[src/rtl/mp_link_ctrl.sv]
// Link-level controller for the two-board game: exchanges 'R' (ready) and 'L' (loser)
// bytes with the peer board and turns them into start / win / lose status for the game FSM.
module mp_link_ctrl #(
    parameter int BEACON_PERIOD = 1_000_000,
    parameter int L_REPEAT      = 4
) (
    input  logic       clk,
    input  logic       rst,
    input  logic       multiplayer,
    input  logic       player_ready,
    input  logic       game_over,
    input  logic [7:0] rx_data,
    input  logic       rx_valid,
    input  logic       tx_full,
    output logic [7:0] tx_data,
    output logic       tx_wr,
    output logic       game_start,
    output logic       victory,
    output logic       defeat,
    output logic       waiting,
    output logic [2:0] state
);

    localparam int BW = $clog2(BEACON_PERIOD);
    localparam int RW = $clog2(L_REPEAT + 1);
    localparam logic [BW-1:0] TERM       = BW'(BEACON_PERIOD - 1);
    localparam logic [RW-1:0] REP_INIT   = RW'(L_REPEAT);
    localparam logic [7:0]    BYTE_READY = 8'h52;
    localparam logic [7:0]    BYTE_LOSER = 8'h4C;

    typedef enum logic [2:0] {
        IDLE      = 3'd0,
        WAIT_PEER = 3'd1,
        PLAYING   = 3'd2,
        WON       = 3'd3,
        LOST      = 3'd4
    } state_t;

    state_t        state_q, state_d;
    logic [BW-1:0] beacon_cnt, beacon_cnt_d;
    logic [RW-1:0] rep_cnt, rep_cnt_d;
    logic          peer_seen, peer_seen_d;
    logic          echo_pend, echo_pend_d;
    logic          ready_prev;
    logic          send;
    logic [7:0]    send_byte;
    logic          rx_ready, rx_loser, ready_rise, term;

    assign rx_ready   = rx_valid && (rx_data == BYTE_READY);
    assign rx_loser   = rx_valid && (rx_data == BYTE_LOSER);
    assign ready_rise = player_ready && !ready_prev;
    assign term       = (beacon_cnt == TERM);

    always_ff @(posedge clk) begin
        if (rst) begin
            state_q    <= IDLE;
            beacon_cnt <= '0;
            rep_cnt    <= '0;
            peer_seen  <= 1'b0;
            echo_pend  <= 1'b0;
            ready_prev <= 1'b0;
            tx_wr      <= 1'b0;
            tx_data    <= 8'h00;
            game_start <= 1'b0;
        end else begin
            state_q    <= state_d;
            beacon_cnt <= beacon_cnt_d;
            rep_cnt    <= rep_cnt_d;
            peer_seen  <= peer_seen_d;
            echo_pend  <= echo_pend_d;
            ready_prev <= player_ready;
            tx_wr      <= send;
            if (send)
                tx_data <= send_byte;
            game_start <= (state_d == PLAYING) && (state_q != PLAYING);
        end
    end

    always_comb begin
        state_d = state_q;
        if (!multiplayer) begin
            state_d = IDLE;
        end else begin
            case (state_q)
                IDLE:      if (player_ready) state_d = WAIT_PEER;
                WAIT_PEER: begin
                    if (!player_ready)              state_d = IDLE;
                    else if (peer_seen || rx_ready) state_d = PLAYING;
                end
                PLAYING: begin
                    if (game_over)     state_d = LOST;
                    else if (rx_loser) state_d = WON;
                end
                WON, LOST: if (ready_rise) state_d = WAIT_PEER;
                default:   state_d = IDLE;
            endcase
        end
    end

    // Transmit only while the state is stable; leaving a state abandons its pending byte.
    always_comb begin
        send      = 1'b0;
        send_byte = 8'h00;
        if (multiplayer && (state_d == state_q) && !tx_full) begin
            case (state_q)
                WAIT_PEER: if (term) begin
                    send      = 1'b1;
                    send_byte = BYTE_READY;
                end
                PLAYING: if (echo_pend) begin
                    send      = 1'b1;
                    send_byte = BYTE_READY;
                end
                LOST: if ((rep_cnt != '0) && ((rep_cnt == REP_INIT) || term)) begin
                    send      = 1'b1;
                    send_byte = BYTE_LOSER;
                end
                default: ;
            endcase
        end
    end

    // Counter restarts after each send so 'L' repeats keep a full period from the first one.
    always_comb begin
        beacon_cnt_d = beacon_cnt;
        if ((state_d != state_q) || !((state_q == WAIT_PEER) || (state_q == LOST)))
            beacon_cnt_d = '0;
        else if (send)
            beacon_cnt_d = '0;
        else if (!term)
            beacon_cnt_d = beacon_cnt + BW'(1);

        rep_cnt_d = rep_cnt;
        if (state_d != LOST)
            rep_cnt_d = '0;
        else if (state_q != LOST)
            rep_cnt_d = REP_INIT;
        else if (send)
            rep_cnt_d = rep_cnt - RW'(1);

        peer_seen_d = peer_seen;
        if (!multiplayer || (state_d == PLAYING) || ((state_d == IDLE) && (state_q != IDLE)))
            peer_seen_d = 1'b0;
        else if (rx_ready && ((state_q == IDLE) || (state_q == WAIT_PEER)))
            peer_seen_d = 1'b1;

        echo_pend_d = 1'b0;
        if ((state_q == PLAYING) && (state_d == PLAYING))
            echo_pend_d = (echo_pend && !send) || rx_ready;
    end

    assign state   = state_q;
    assign waiting = (state_q == WAIT_PEER);
    assign victory = (state_q == WON);
    assign defeat  = (state_q == LOST);

endmodule

[config.mk]
export PLATFORM = sky130hd
export DESIGN_NAME = mp_link_ctrl
export DESIGN_NICKNAME = d
export VERILOG_FILES = /design/src/rtl/mp_link_ctrl.sv
export SDC_FILE = /design/constraint.sdc
export NUM_CORES = 1
export LEC_CHECK = 0
export BUFFER_PORTS_ARGS = -buffer_cell sky130_fd_sc_hd__buf_2
export CAP_MARGIN = 0
export CORE_MARGIN = 2
export CORE_UTILIZATION = 30
export CTS_BUF_LIST = sky130_fd_sc_hd__clkbuf_8
export DETAILED_ROUTE_END_ITERATION = 10
export SETUP_SLACK_MARGIN = 0.2
export SLEW_MARGIN = 10
export SYNTH_ARGS = -nofsm -noshare
export SYNTH_HDL_FRONTEND = slang
export SYNTH_SLANG_ARGS = --single-unit
export TNS_END_PERCENT = 5
[constraint.sdc]
create_clock -name clk -period 2.93 [get_ports clk]
set_input_delay 0 -clock clk [delete_from_list [all_inputs] [get_ports clk]]
set_output_delay 0 -clock clk [all_outputs]
set_load 0.05 [all_outputs]
==> metrics.txt <==
status finished, final reports clean; total gr overflow 0; share of cells above drive strength 1 around 19%; Setup WS pre-CTS 0.412 ns; max-capacitance violation count 0; Reg clk slew, reported paths around 0.070 ns; Slew Limit Fails 0; CP cell instances ha_1, and3_1, or4b_2, a211oi_1, o21ai_0, nor2_1, o21ai_0; P_leak around 0.84 nW; post-DR vias/cell 5.04; Finish-stage setup viols 0; final core occ about a third; # DRC 0; synth warn 0; RSZ-0062 raised after global routing false; Fin. Hold Viols 0; cell mode on critical path o21ai_0; number of synthesized register bits 34; Period Utilization, post-route 85.8%; hold path depth 2; number of global-route vias before repair 1,504; Largest stage delay, worst path roughly 0.6 ns; relative slew slack 63.8%; Initial DRC Count 69; worst hold path type input port to flip-flop; CP Launch Type flip-flop; CTS buffer count 5; post-route setup TNS 0 ns; hold path endpoint ready_prev$_SDFF_PP0_; largest net degree at the start of global routing 21; CP Capture Type flip-flop; setup ws final 0.415 ns; critical path peak fanout 5; Starting Density 30.7%; top achievable clock speed 398 MHz; DP Wirelength approximately 3100 um; Post-synth EDFFs 0; Synth Flop Type dfxtp_1; H-Tree Depth 2; CP arrival 2.67 ns; launching point of the worst reg2reg path beacon_cnt[0]$_SDFFE_PP0P_; clock sinks 34; Final Critical Period 2.52 ns; Die Span X 84.1 um; Nets 270; Tightest Pin Transition 0.539 ns; clock tree from TritonCTS done; Reg2Reg Depth 7; post-DR wirelength/cell around 13 um; PwrDens 392 nW/um^2; gr usage total 12.1%; Syn Area/Cell 8.45 um^2; Syn Std Cell Area 1930 um^2; first-pass GRT wire length 7050 um; Post-CTS Repair Setup Buffers 0; Antenna diodes 0; initial antenna violation count 0; Die Ht approximately 84 um; RePlAce Congestion 0.865; count of cell types in the netlist 57; Req. time, crit path 3.09 ns; Slowest-stage cell, CP or4b_2; Area Growth Syn to Fin 12.9%; die area 7080 um^2; clk buf depth 2; Worst Setup Path Type flip-flop to flip-flop; r2r endpoint tx_data[3]$_SDFFE_PP0P_; Hold Crit Start rst; Async SR Flop Fraction 0%; maximum vdd drop between 0.15 and 0.2 mV; Skew-Pair Late Insertion Delay 0.29 ns; total number of vias 1,663; Post-Synthesis Cells roughly 230; DRT Pass-1 Iters 5; IO Port Bufs 27; final WL 4170 um; Setup Skew 0.00698 ns; Core ar. roughly 6300 um^2; clock tree root buffer cell clkbuf_8; reg-to-reg slack, setup about 0.41 ns; row count 29; post-synthesis sequential area ratio 35.3%; Fillers 640; Routed Antenna Nets 0; # IOs 31
-- cell usage after synthesis, types with 3 or more instances --
| library cell | number | area (um^2) |
|---|---|---|
| dfxtp_1 | 34 | 681 |
| nor2_1 | 33 | 124 |
| nand2_1 | 18 | 67.6 |
| nand3_1 | 10 | 50.1 |
| a21oi_1 | 9 | 45.0 |
| inv_1 | 9 | 33.8 |
| xor2_1 | 9 | 78.8 |
| nor3_1 | 7 | 35.0 |
| xnor2_1 | 7 | 61.3 |
| nand2b_1 | 6 | 37.5 |
| buf_4 | 5 | 37.5 |
| nor2b_1 | 5 | 31.3 |
| o21ai_0 | 5 | 25.0 |
| buf_2 | 4 | 20.0 |
| buf_6 | 4 | 45.0 |
| nand4_1 | 4 | 25.0 |
| a211oi_1 | 3 | 22.5 |
| and3b_1 | 3 | 26.3 |
| nand3b_1 | 3 | 22.5 |
| or3_1 | 3 | 18.8 |
| or4b_1 | 3 | 30.0 |
-- cells in the final DEF (no fill, tap or decap), types with 6 or more instances in the layout --
cell type / instances
nor2_1: 33
dfxtp_1: 33
buf_2: 27
nand2_1: 18
nand3_1: 10
inv_1: 9
a21oi_1: 9
xor2_1: 9
nor3_1: 7
xnor2_1: 7
nand2b_1: 6
-- worst max-delay path: cells and delay by family, from the launching register on --
family          cells  cell delay [ns]
simple gates        3             1.16
flops               1             0.40
compound gates      3             0.62
fa+ha+maj           1             0.21
-- metrics by stage --
stage / hold WS, ns / instances / cell area, um^2 / power, mW
floorplan: 0.128 / 230 / 1930 / 0.522
global placement: 0.316 / 323 / 2090 / 0.536
detailed placement: 0.312 / 323 / 2090 / 0.536
CTS: 0.00948 / 330 / 2170 / 0.863
global route: 0.0264 / 330 / 2170 / 0.887
finish: 0.0173 / 330 / 2170 / 0.852
-- logic make-up (layout without fill, tap and decap cells) --
family / count (synthesis) / in the layout / synth area share, %
AND/OR/NAND/NOR: 119 / 119 / 35.0
other: 1 / 3 / 0.195
adder cells (fa/ha/maj): 2 / 2 / 1.30
XOR/XNOR: 16 / 16 / 7.28
multiplexers: 1 / 1 / 0.520
buffers and inverters: 23 / 46 / 7.28
flip-flops: 34 / 34 / 35.3
AO/OA/AOI/OAI: 32 / 32 / 13.1
-- how the worst max path moves through the flow --
stage / startpoint / end / slack (ns) / cells after the start
3_5_place_dp: beacon_cnt[0]$_SDFFE_PP0P_ / tx_data[3]$_SDFFE_PP0P_ / 0.41 / 7
5_1_grt: beacon_cnt[0]$_SDFFE_PP0P_ / tx_data[3]$_SDFFE_PP0P_ / 0.20 / 7
3_3_place_gp: beacon_cnt[7]$_SDFFE_PP0P_ / tx_data[3]$_SDFFE_PP0P_ / 0.43 / 6
6_report: beacon_cnt[0]$_SDFFE_PP0P_ / tx_data[3]$_SDFFE_PP0P_ / 0.41 / 7
2_1_floorplan: state[0]$_SDFF_PP0_ / rep_cnt[2]$_SDFFE_PP0P_ / 0.24 / 9
4_1_cts: beacon_cnt[0]$_SDFFE_PP0P_ / tx_data[3]$_SDFFE_PP0P_ / 0.42 / 7
-- power breakdown --
part           leakage [nW]  switching [mW]  total [mW]  internal [mW]
Combinational         0.520          0.0372      0.0595         0.0223
Sequential            0.275         0.00288       0.467          0.464
Clock                0.0438           0.167       0.326          0.159
-- layer usage --
| metal | vias to the layer above | share of wire [%] | global-route usage, % | routed length (um) |
|---|---|---|---|---|
| li1 | 847 | - | - | - |
| met3 | 7 | 6.8 | 4.55 | 284 |
| met1 | 762 | 47 | 15.2 | 1950 |
| met4 | 0 | 2.0 | 5.13 | 83 |
| met5 | - | 0 | 0 | 0 |
| met2 | 47 | 45 | 18.7 | 1860 |
-- area by class of cell --
class / count / area, um^2 / area share (%)
multi-input cells: 173 / 1110 / 51.2
flip-flops and latches: 34 / 682 / 31.4
repair buffers: 30 / 170 / 7.83
well taps: 77 / 96.3 / 4.43
clock buffers: 5 / 68.8 / 3.17
inverters: 9 / 33.8 / 1.55
clock inverters: 2 / 10.0 / 0.461
-- state kept, by name, indices dropped and copies added (netlist names) --
signal / count
state: 3
rep_cnt: 3
echo_pend: 1
tx_wr: 1
ready_prev: 1
game_start: 1
peer_seen: 1
beacon_cnt: 20
tx_data: 3
-- what timing repair did --
item                                    in CTS  in global routing
endpoints found under the setup margin       0                  1
hold buffers                                 0                  0
gates resized for setup                      0                  1
(Power assumes the default switching activity.)
